--- config.mk ---
export PLATFORM = sky130hd
export DESIGN_NAME = hd63701_irq2_ctrl
export DESIGN_NICKNAME = d
export VERILOG_FILES = /design/src/rtl/hd63701_irq2_ctrl_pkg.sv /design/src/rtl/hd63701_irq2_prio.sv /design/src/rtl/hd63701_irq2_ctrl.sv
export SDC_FILE = /design/constraint.sdc
export NUM_CORES = 1
export LEC_CHECK = 0
export ABC_CLOCK_PERIOD_IN_PS = 4100
export CORE_ASPECT_RATIO = 1.2
export CORE_MARGIN = 2
export CORE_UTILIZATION = 29
export DETAILED_ROUTE_END_ITERATION = 10
export GPL_ROUTABILITY_DRIVEN = 0
export SETUP_SLACK_MARGIN = 0.2
export SLEW_MARGIN = 30
export SYNTH_ARGS = -nofsm -noshare
export SYNTH_HDL_FRONTEND = slang
export SYNTH_HIERARCHICAL = 1
export SYNTH_SLANG_ARGS = --single-unit
--- constraint.sdc ---
create_clock -name CLK -period 4.1 [get_ports CLK]
set_input_delay 0.82 -clock CLK [delete_from_list [all_inputs] [get_ports CLK]]
set_output_delay 0.82 -clock CLK [all_outputs]
set_load 0.02 [all_outputs]
--- src/rtl/hd63701_irq2_ctrl_pkg.sv ---
// Shared definitions for the HD63701 IRQ2 request controller.
package hd63701_irq2_ctrl_pkg;

  localparam int unsigned NSRC  = 4;
  localparam int unsigned IDX_W = 2;
  localparam int unsigned VN_W  = 4;
  localparam int unsigned CNT_W = 4;
  localparam int unsigned PG_W  = 12;

  typedef enum logic [1:0] {
    st_idle = 2'd0,
    st_asrt = 2'd1,
    st_gap  = 2'd2
  } state_t;

  // Source indices, same bit order as REQ/ACK
  localparam logic [IDX_W-1:0] src_ici = 2'd3;
  localparam logic [IDX_W-1:0] src_oci = 2'd2;
  localparam logic [IDX_W-1:0] src_toi = 2'd1;
  localparam logic [IDX_W-1:0] src_sci = 2'd0;

  // Vector low nibbles; the CPU fetches {vec_page, nibble}
  localparam logic [VN_W-1:0] vn_ici = 4'h6;
  localparam logic [VN_W-1:0] vn_oci = 4'h4;
  localparam logic [VN_W-1:0] vn_toi = 4'h2;
  localparam logic [VN_W-1:0] vn_sci = 4'h0;

  localparam logic [PG_W-1:0] vec_page = 12'hFFF;

  // Map a source index to its vector nibble
  function automatic logic [VN_W-1:0] src_vn(input logic [IDX_W-1:0] idx);
    logic [VN_W-1:0] vn;
    case (idx)
      src_ici: vn = vn_ici;
      src_oci: vn = vn_oci;
      src_toi: vn = vn_toi;
      default: vn = vn_sci;
    endcase
    return vn;
  endfunction

endpackage

--- src/rtl/hd63701_irq2_prio.sv ---
// Fixed-priority encoder: ICI > OCI > TOI > SCI.
module hd63701_irq2_prio
  import hd63701_irq2_ctrl_pkg::*;
(
  input  logic [NSRC-1:0]  req,
  output logic             vld_c,
  output logic [IDX_W-1:0] idx_c,
  output logic [VN_W-1:0]  vn_c
);

  // Pick the highest-priority pending source and its nibble
  always_comb begin
    vld_c = |req;
    idx_c = src_sci;
    if (req[src_ici])      idx_c = src_ici;
    else if (req[src_oci]) idx_c = src_oci;
    else if (req[src_toi]) idx_c = src_toi;
    vn_c = src_vn(idx_c);
  end

endmodule

--- src/rtl/hd63701_irq2_ctrl.sv ---
// IRQ2 request side: arbitrates on-chip interrupt flags, presents a
// rising IRQ2 edge with a stable vector nibble, and treats the CPU's
// vector fetch as the acknowledge.
module hd63701_irq2_ctrl
  import hd63701_irq2_ctrl_pkg::*;
#(
  parameter int unsigned GAP = 2
)
(
  input  logic             CLK,
  input  logic             RST,
  input  logic [NSRC-1:0]  REQ,
  input  logic [15:0]      ADR,
  input  logic             RD,
  output logic             IRQ2,
  output logic [VN_W-1:0]  IRQ2V,
  output logic [NSRC-1:0]  ACK,
  output logic             BUSY
);

  state_t           state, state_nxt;
  logic [NSRC-1:0]  served, served_nxt, served_set;
  logic [CNT_W-1:0] gap_cnt, gap_cnt_nxt;
  logic [IDX_W-1:0] win, win_nxt;
  logic             irq2_nxt, busy_nxt;
  logic [VN_W-1:0]  irq2v_nxt;
  logic [NSRC-1:0]  ack_nxt;

  logic [NSRC-1:0]  elig;
  logic             pr_vld;
  logic [IDX_W-1:0] pr_idx;
  logic [VN_W-1:0]  pr_vn;
  logic             ack_hit;

  assign elig = REQ & ~served;

  hd63701_irq2_prio u_prio (
    .req   (elig),
    .vld_c (pr_vld),
    .idx_c (pr_idx),
    .vn_c  (pr_vn)
  );

  // Only the exact fetch of the presented vector's high byte acknowledges
  assign ack_hit = RD && (ADR == {vec_page, IRQ2V});

  // Next-state, served/lockout, gap counter and output decode
  always_comb begin
    state_nxt   = state;
    win_nxt     = win;
    gap_cnt_nxt = gap_cnt;
    irq2v_nxt   = IRQ2V;
    ack_nxt     = '0;
    served_set  = '0;
    case (state)
      st_idle: begin
        if (pr_vld) begin
          win_nxt   = pr_idx;
          irq2v_nxt = pr_vn;
          state_nxt = st_asrt;
        end
      end
      st_asrt: begin
        if (ack_hit) begin
          ack_nxt     = NSRC'(1) << win;
          served_set  = NSRC'(1) << win;
          gap_cnt_nxt = CNT_W'(GAP - 1);
          state_nxt   = st_gap;
        end
      end
      st_gap: begin
        if (gap_cnt == '0) state_nxt = st_idle;
        else               gap_cnt_nxt = gap_cnt - CNT_W'(1);
      end
      default: state_nxt = st_idle;
    endcase
    // A low flag releases its lockout, even on the acknowledge cycle
    served_nxt = (served | served_set) & REQ;
    irq2_nxt   = (state_nxt == st_asrt);
    busy_nxt   = (state_nxt != st_idle);
  end

  // State and registered outputs
  always_ff @(posedge CLK or posedge RST) begin
    if (RST) begin
      state   <= st_idle;
      served  <= '0;
      gap_cnt <= '0;
      win     <= '0;
      IRQ2    <= 1'b0;
      IRQ2V   <= '0;
      ACK     <= '0;
      BUSY    <= 1'b0;
    end else begin
      state   <= state_nxt;
      served  <= served_nxt;
      gap_cnt <= gap_cnt_nxt;
      win     <= win_nxt;
      IRQ2    <= irq2_nxt;
      IRQ2V   <= irq2v_nxt;
      ACK     <= ack_nxt;
      BUSY    <= busy_nxt;
    end
  end

endmodule

# == Word level (Yosys, flattened, before mapping) ==
# Index checks and enable logic that the tools add are counted.
# totals
latchBits,0
ram_bits,0
mem_count,0
mem_bits_ro,0
input_bits,23
ff_bits,22
# op_classes
n_mul,0
n_shift,1
div,0
bitwise,4
addsub,1
eq_ne,9
order_cmp,0
reduce_logical,8
n_mux,13
# op_table
op,count
$eq 16x16->1,1
$mux 4,4
$mux 2,5
$pmux 3 s3,1
$and 4x4->4,2
$pmux 4 s2,1
$eq 2x1->1 const B,3
$eq 2x2->1 const B,3
$pmux 2 s3,1
$logic_not 4->1,1
$ne 2x2->1 const B,2
$not 4->4,1
$or 4x4->4,1
$reduce_bool 2->1,2
$reduce_or 4->1,1
$shl 1x2->4 const A,1
$sub 4x1->4 const B,1
$reduce_and 3->1,1
$logic_not 2->1,1
$reduce_and 2->1,1
$logic_and 1x1->1,1
$mux 1,1

# == Logic depth before layout (Yosys ltp) ==
# Gate-level depths: netlist (run 1).
# depth
depth_word,7
depth_mapped,6
depth_no_buf,6

# == Hierarchy ==
# The synthesis (run 1) kept the hierarchy.
# by_module_without_submodules
mod,cells_each,instances,area_each_um2
hd63701_irq2_ctrl,85,1,978.4
hd63701_irq2_prio,9,1,57.6

# == Worst setup path before layout (run 1) ==
# Ideal clock, no wire load.
# synth_timing
path_type,input -> register
start,input REQ[3]
end,register IRQ2V[0]
t_required_ns,3.975
stages,5
setup_time_ns,0.125
path_slack_ns,1.833
n_path_buf,0
t_arrival_ns,2.142
path_cell_list,nor2b_1 -> or2_1 -> or3_1 -> nor3b_1 -> mux2_2
# synth_via
elab_chain_cells,3
# synth_rtl
element,line_no,rtl
from (decl),hd63701_irq2_ctrl.sv:12,"input logic [NSRC-1:0] REQ,"
$and 4x4->4,hd63701_irq2_ctrl.sv:35,assign elig = REQ & ~served;
$reduce_or 4->1,hd63701_irq2_prio.sv:13,vld_c = |req;
named net pr_vld,hd63701_irq2_ctrl.sv:30,logic pr_vld;
$reduce_and 2->1 (no line),n/a,
to (signal assigned),hd63701_irq2_ctrl.sv:100,IRQ2V <= irq2v_nxt;
to (decl),hd63701_irq2_ctrl.sv:16,"output logic [VN_W-1:0] IRQ2V,"
# The timed path passes the listed nets, and every way through them passes these cells.
# A chain may end at the register's enable or synchronous reset.

# == Worst setup path in the final report (run 1) ==
# layout_timing
start,input REQ[2]
end,register IRQ2V[2]
# layout_via
elab_chain_cells,5
word_cells_on_any_way,9
cone_classes,3 x eq/ne; 3 x mux; 1 x bitwise; 2 x reduce/logical
# layout_rtl
element,line_no,rtl
$and 4x4->4 (*),hd63701_irq2_ctrl.sv:35,
named net elig[2],hd63701_irq2_ctrl.sv:29,logic [NSRC-1:0] elig;
$mux 2 (*),hd63701_irq2_prio.sv:16,else if (req[src_oci]) idx_c = src_oci;
$mux 2 (*),hd63701_irq2_prio.sv:15,if (req[src_ici]) idx_c = src_ici;
named net pr_idx[1],hd63701_irq2_ctrl.sv:31,logic [IDX_W-1:0] pr_idx;
$eq 2x1->1 / $eq 2x2->1 (equally long branches),hd63701_irq2_ctrl_pkg.sv:33,case (idx)
$pmux 3 s3 (*),hd63701_irq2_ctrl_pkg.sv:33,
# Mark *: on every way through the listed nets, which the timed path passes. The rest lies on a longest branch.

==> metrics.cfg, run 1 <==
[status]
outcome=finished, final reports clean

[detailed_routing]
routed_wl_mm=2.007
drt_first_iter_violations=3
firstDrtPassIters=3
wl_per_cell_um=12.31
detail-route-antenna-nets=0
drc=0
viasPerCell=4.755
vias=775

[timing]
setup_viol=0
hold_viol_final=0
tightest_slew_ns=0.8516
max_freq_ghz=0.3683
slew_violations=0
finClkSkew_ns=0.001243
finalWorstSetupSlack_ns=1.385
period_share_pct=66.23
rsz0062_at_grt=no
tns_ns=0
slew_headroom_pct=43.10
min_period_ns=2.715

[placed_design]
post-place-ws_ns=1.143
dpl-instance-area_um2=1371
io_buffers=32
hpwlAfterDp_mm=1.667

[power]
vdd_drop_max_mv=0.1672
leakagePower_nw=0.5647
p_per_area_nw_per_um2=313.8

[cells_and_area]
nNetsFinal=151
area_delta_synth_final_pct=37.68
fill_cells=316
final_area_um2=1426
drive_gt1_share_pct=10.32
antenna_cells=0

[clock_tree]
clockBufferDepth=2
cts_tree=built
cts.clk_slew.worst_paths_ns=0.07
cts_resized=0
clk_latency_ns=0.25
cts.sinks=22
ctsHoldBuffers=0
cts_buffers=3
cts-root-buf=clkbuf_8
post_cts_buffers=0
htreeDepth=1

[global_route]
grt_max_degree=23
grt_antenna_before_repair=0
grtUsageTotal_pct=11.00
gr-total-overflow=0
grt_pass1_wl_mm=3.532
grt_pass1_vias=852

[floorplan]
dieWidth_um=58.56
core-area_um2=3367
start_util_pct=30.77
die_area_um2=4068
die_h_um=69.48
top_level_ports=33
num_rows=23

[synth]
synth_edf_count=0
yosysSeqAreaShare_pct=53.14
syn_inst=94
synthTopCellsByCount=22 x dfrtp_1, 7 x nand2_1, 6 x nor2_1
synth_area_leaders=dfrtp_1 53%, mux2_2 5.4%, xnor2_1 3.4%, nor2b_1 3.0%, buf_4 2.9%
yosysUniqueCellTypes=31
synthArstFlopShare_pct=100.0
yosys.area.top_type_share_pct=53.14
synth_largest_area_cell=dfrtp_1
ys.flop_type=dfrtp_1
synth_most_common_cell=dfrtp_1
synth_seq_cells=22
ys_warn_count=6
syn-cell-area_um2=1036
syn_avg_cell_area_um2=11.02

[setup_path]
endpoint_kind=register
crit_type=in2reg
rr_worst_depth=5
worst_setup_path_start_kind=primary input
r2r_slack_ns=2.06
r2r-start=served[2]
cp_max_fo=7
cp.arrival_ns=2.86
rr_endpoint=IRQ2V[2]
required_ns=4.24

[hold_path]
min_path_cells=1
hp-start=served[3]
min_to=served[3]
min_path_type=reg2reg

[flow_run]
drv_cap=0

==> registers in the layout, indices dropped and copies added, names as in the netlist <==
| signal | cells |
|---|---|
| ACK | 4 |
| BUSY | 1 |
| IRQ2 | 1 |
| IRQ2V | 4 |
| gap_cnt | 4 |
| served | 4 |
| state | 2 |
| win | 2 |
==> area by class of cell <==
type	instances	area (um^2)	area share (%)
repair buffers	32	320.3	22.46
flip-flops and latches	22	550.5	38.60
multi-input cells	63	435.4	30.53
well taps	37	46.29	3.246
clock buffers	4	55.05	3.860
inverters	5	18.77	1.316
==> worst max-delay path, cell delays in order <==
cell and delay [ns]:
clkdlybuf4s50_1 0.47, nor2b_1 0.17, or2_1 0.15, or3_1 0.12, nor3b_1 0.70, mux2_2 0.42
==> cell families after synthesis <==
logic type | Yosys count | share of synthesized area [%]
AOI/OAI and AO/OA | 12 | 7.851
xor gates and xnor gates | 5 | 4.227
adders and majority gates | 1 | 1.208
buffers and inverters | 10 | 5.193
DFF | 22 | 53.14
muxes | 5 | 5.434
other | 1 | 0.3620
and+or+nand+nor | 38 | 22.58
==> layer usage <==
layer	share of wire (%)	GRT usage, %	up-vias
li1	-	-	380
met1	40	11.74	377
met2	56	20.22	14
met3	3.4	2.052	4
met4	1.2	4.651	0
met5	0	0	-
==> worst max-delay path by stage <==
stage | start | end | slack (ns) | cells after the start
2_1_floorplan | REQ[3] | IRQ2V[0] | 1.83 | 5
3_3_place_gp | REQ[2] | win[0] | 1.20 | 6
5_1_grt | REQ[2] | win[0] | 1.25 | 6
3_5_place_dp | REQ[3] | IRQ2V[3] | 1.14 | 6
4_1_cts | REQ[2] | IRQ2V[3] | 1.40 | 6
6_report | REQ[2] | IRQ2V[2] | 1.38 | 6
==> through the flow <==
stage	util [%]	std cells	power, W	hold slack (ns)
6_report	42.36	163	0.0004476	0.4956
3_5_place_dp	40.73	159	0.0003033	0.4804
2_1_floorplan	-	95	0.0002688	0.4647
3_3_place_gp	40.73	159	0.0003020	0.4761
5_1_grt	42.36	163	0.0004693	0.5082
4_1_cts	42.36	163	0.0004538	0.4983
==> cell usage in the layout, fill, tap and decap left out, types with 2 or more instances in the layout <==
cell	instances
clkbuf_8	4
nor2_1	6
xnor2_1	4
a21oi_1	2
o21a_1	4
nor4_2	2
nand4_1	4
dfrtp_1	22
conb_1	2
inv_1	5
nor3_1	3
nand2b_1	2
nand2_1	7
mux2_2	5
nor3b_1	2
clkdlybuf4s50_1	32
o21ai_0	2
nor2b_1	5
==> power breakdown <==
part	switching (W)	internal, W
Clock	0.0000642	0.0000854
Sequential	0.00000795	0.000225
Combinational	0.0000264	0.0000392
Power figures use the tool's default switching activity.
==> run 2: changes to the inputs <==
--- a/config.mk
+++ b/config.mk
@@ -5,7 +5,7 @@
 export SDC_FILE = /design/constraint.sdc
 export NUM_CORES = 1
 export LEC_CHECK = 0
-export ABC_CLOCK_PERIOD_IN_PS = 4100
+export ABC_CLOCK_PERIOD_IN_PS = 2800
 export CORE_ASPECT_RATIO = 1.2
 export CORE_MARGIN = 2
 export CORE_UTILIZATION = 29
==> constraint.sdc (replaced) <==
create_clock -name CLK -period 2.8 [get_ports CLK]
set_input_delay 0.56 -clock CLK [delete_from_list [all_inputs] [get_ports CLK]]
set_output_delay 0.56 -clock CLK [all_outputs]
set_load 0.02 [all_outputs]
==> run 2 against run 1 <==
Routed wire length increased by 6.7%. Final cell count increased by 1.2%. Critical path type unchanged. Critical endpoint is now win[0]. Power increased by 48%. Core utilization increased by 0.45 points. Sequential power increased by 47%.
==> metrics.cfg, run 2 (synthesized netlist as in run 1, its figures left out) <==
[floorplan]
top_level_ports=33  ; unchanged
die_area_um2=4068  ; unchanged
core-area_um2=3367  ; unchanged
start_util_pct=30.77  ; unchanged
num_rows=23  ; unchanged
dieWidth_um=58.56  ; unchanged
die_h_um=69.48  ; unchanged

[power]
p_per_area_nw_per_um2=460.5  ; +47%
swShare_pct=22.75  ; +0.73 points
p_comb_share_pct=14.8  ; about the same
switching_power_w=0.0001510  ; +53%
leakagePower_nw=0.5731  ; +1.5%
power_frac_seq_pct=51.3  ; -0.6 points
vdd_drop_max_mv=0.3320  ; +99%
p_int_w=0.0005128  ; +47%
clkPwrFrac_pct=33.9  ; +0.5 points

[clock_tree]
htreeDepth=1  ; unchanged
post_cts_buffers=0  ; unchanged
cts_buffers=3  ; unchanged
cts_resized=0  ; unchanged
clk_latency_ns=0.26  ; about the same
cts.clk_slew.worst_paths_ns=0.07  ; about the same
cts.sinks=22  ; unchanged
cts-root-buf=clkbuf_8
ctsHoldBuffers=0  ; unchanged
clockBufferDepth=2  ; unchanged
cts_tree=built

[global_route]
grt_pass1_wl_mm=3.601  ; +2.0%
gr-total-overflow=0  ; unchanged
grtUsageMet1_pct=12.41  ; +0.67 points
grt_use_met3_pct=2.239  ; +0.19 points
grt_antenna_before_repair=0  ; unchanged
top_usage_layer=met2
grt_max_degree=23  ; unchanged
grtUsageTotal_pct=11.40  ; +0.40 points
grt_pass1_vias=848  ; -0.47%
grtUsageMet2_pct=20.72  ; +0.50 points

[detailed_routing]
viasPerCell=4.703  ; -1.1%
drt_first_iter_violations=9  ; +6
wl_per_cell_um=12.98  ; +5.4%
firstDrtPassIters=4  ; +1
routed_wl_mm=2.142  ; +6.7%
vias=776  ; +0.13%
detail-route-antenna-nets=0  ; unchanged
drc=0  ; unchanged

[flow_run]
drv_cap=0  ; unchanged

[setup_path]
r2r-start=served[2]
crit_type=in2reg
rr_worst_depth=5  ; unchanged
required_ns=2.95  ; -1.29 ns
r2r_slack_ns=0.83  ; -1.23 ns
cp_max_fo=7  ; unchanged
rr_endpoint=win[0]
worst_setup_path_start_kind=primary input
cp.arrival_ns=2.53  ; -0.33 ns
endpoint_kind=register

[timing]
slew_headroom_pct=43.39  ; +0.29 points
setup_viol=0  ; unchanged
slew_violations=0  ; unchanged
finClkSkew_ns=0.004150  ; +0.002907 ns
period_share_pct=85.02
finalWorstSetupSlack_ns=0.4194  ; -0.9653 ns
tightest_slew_ns=0.8482  ; -0.003441 ns
max_freq_ghz=0.4201
hold_viol_final=0  ; unchanged
min_period_ns=2.381
rsz0062_at_grt=no
tns_ns=0  ; unchanged

[hold_path]
min_to=served[3]
hp-start=served[3]
min_path_cells=1  ; unchanged
min_path_type=reg2reg

[cells_and_area]
mostFrequentLayoutCell=clkdlybuf4s50_1
nNetsFinal=153  ; +1.3%
drive_gt1_share_pct=11.72  ; +1.4 points
area_delta_synth_final_pct=39.13
antenna_cells=0  ; unchanged
layout_common_cells=32 x clkdlybuf4s50_1, 22 x dfrtp_1, 7 x nand2_1, 6 x nor2_1
fill_cells=310  ; -1.9%

[status]
outcome=finished, final reports clean

[placed_design]
hpwlAfterDp_mm=1.724  ; +3.4%
post-place-ws_ns=0.1054  ; -1.038 ns
io_buffers=32  ; unchanged

## run 2: cell count changes in the layout (fill, tap and decap cells not counted), sizes merged
cell | previous run | this run
buf | 0 | 2
## run 2: critical path, stage by stage
cell             delay (ns)
clkdlybuf4s50_1        0.47
nor2b_1                0.15
or2_1                  0.15
or3_1                  0.12
nor3b_1                0.66
mux2_2                 0.41
## run 2: metrics by stage
stage	utilization (%)	hold WS (ns)	instance area [um^2]	std cells	power [W]
after global placement	41.17	0.4760	1386	161	0.0004431
after CTS	42.81	0.5023	1441	165	0.0006723
after detailed placement	41.17	0.4848	1386	161	0.0004455
after floorplan	-	0.4647	1040	95	0.0003935
after global routing	42.81	0.5284	1441	165	0.0006949
final	42.81	0.4967	1441	165	0.0006638
## run 2: power by group through the flow
| stage | Sequential (W) | Combinational, W | Clock [W] |
|---|---|---|---|
| after floorplan | 0.000352 | 0.0000414 | 0 |
| after global placement | 0.000347 | 0.0000965 | 0 |
| after detailed placement | 0.000347 | 0.0000986 | 0 |
| after CTS | 0.000341 | 0.0000993 | 0.000232 |
| after global routing | 0.000342 | 0.000106 | 0.000246 |
| final | 0.000341 | 0.0000980 | 0.000225 |
## run 2: how the worst max path moves through the flow
stage           start       end  slack, ns  depth (start not counted)
2_1_floorplan  REQ[3]  IRQ2V[0]       0.79                          5
3_3_place_gp   REQ[2]  IRQ2V[2]       0.18                          6
3_5_place_dp   REQ[2]  IRQ2V[2]       0.11                          6
4_1_cts        REQ[2]    win[0]       0.39                          6
5_1_grt        REQ[3]    win[0]       0.26                          6
6_report       REQ[2]    win[0]       0.42                          6
## run 2: layout make-up
cell class                      instances  area [um^2]  area share (%)
Clock buffer                            4        55.05           3.819
Inverter                                5        18.77           1.302
Multi-Input combinational cell         63        435.4           30.21
Tap cell                               37        46.29           3.212
Timing Repair Buffer                   34        335.3           23.26
Sequential cell                        22        550.5           38.19
## run 2: routing by layer
layer / routed length [um] / vias to the layer above / share of wire (%)
met5: 0 / - / 0
li1: - / 387 / -
met1: 837 / 371 / 39
met2: 1215 / 14 / 57
met4: 29 / 0 / 1.4
met3: 60 / 4 / 2.8
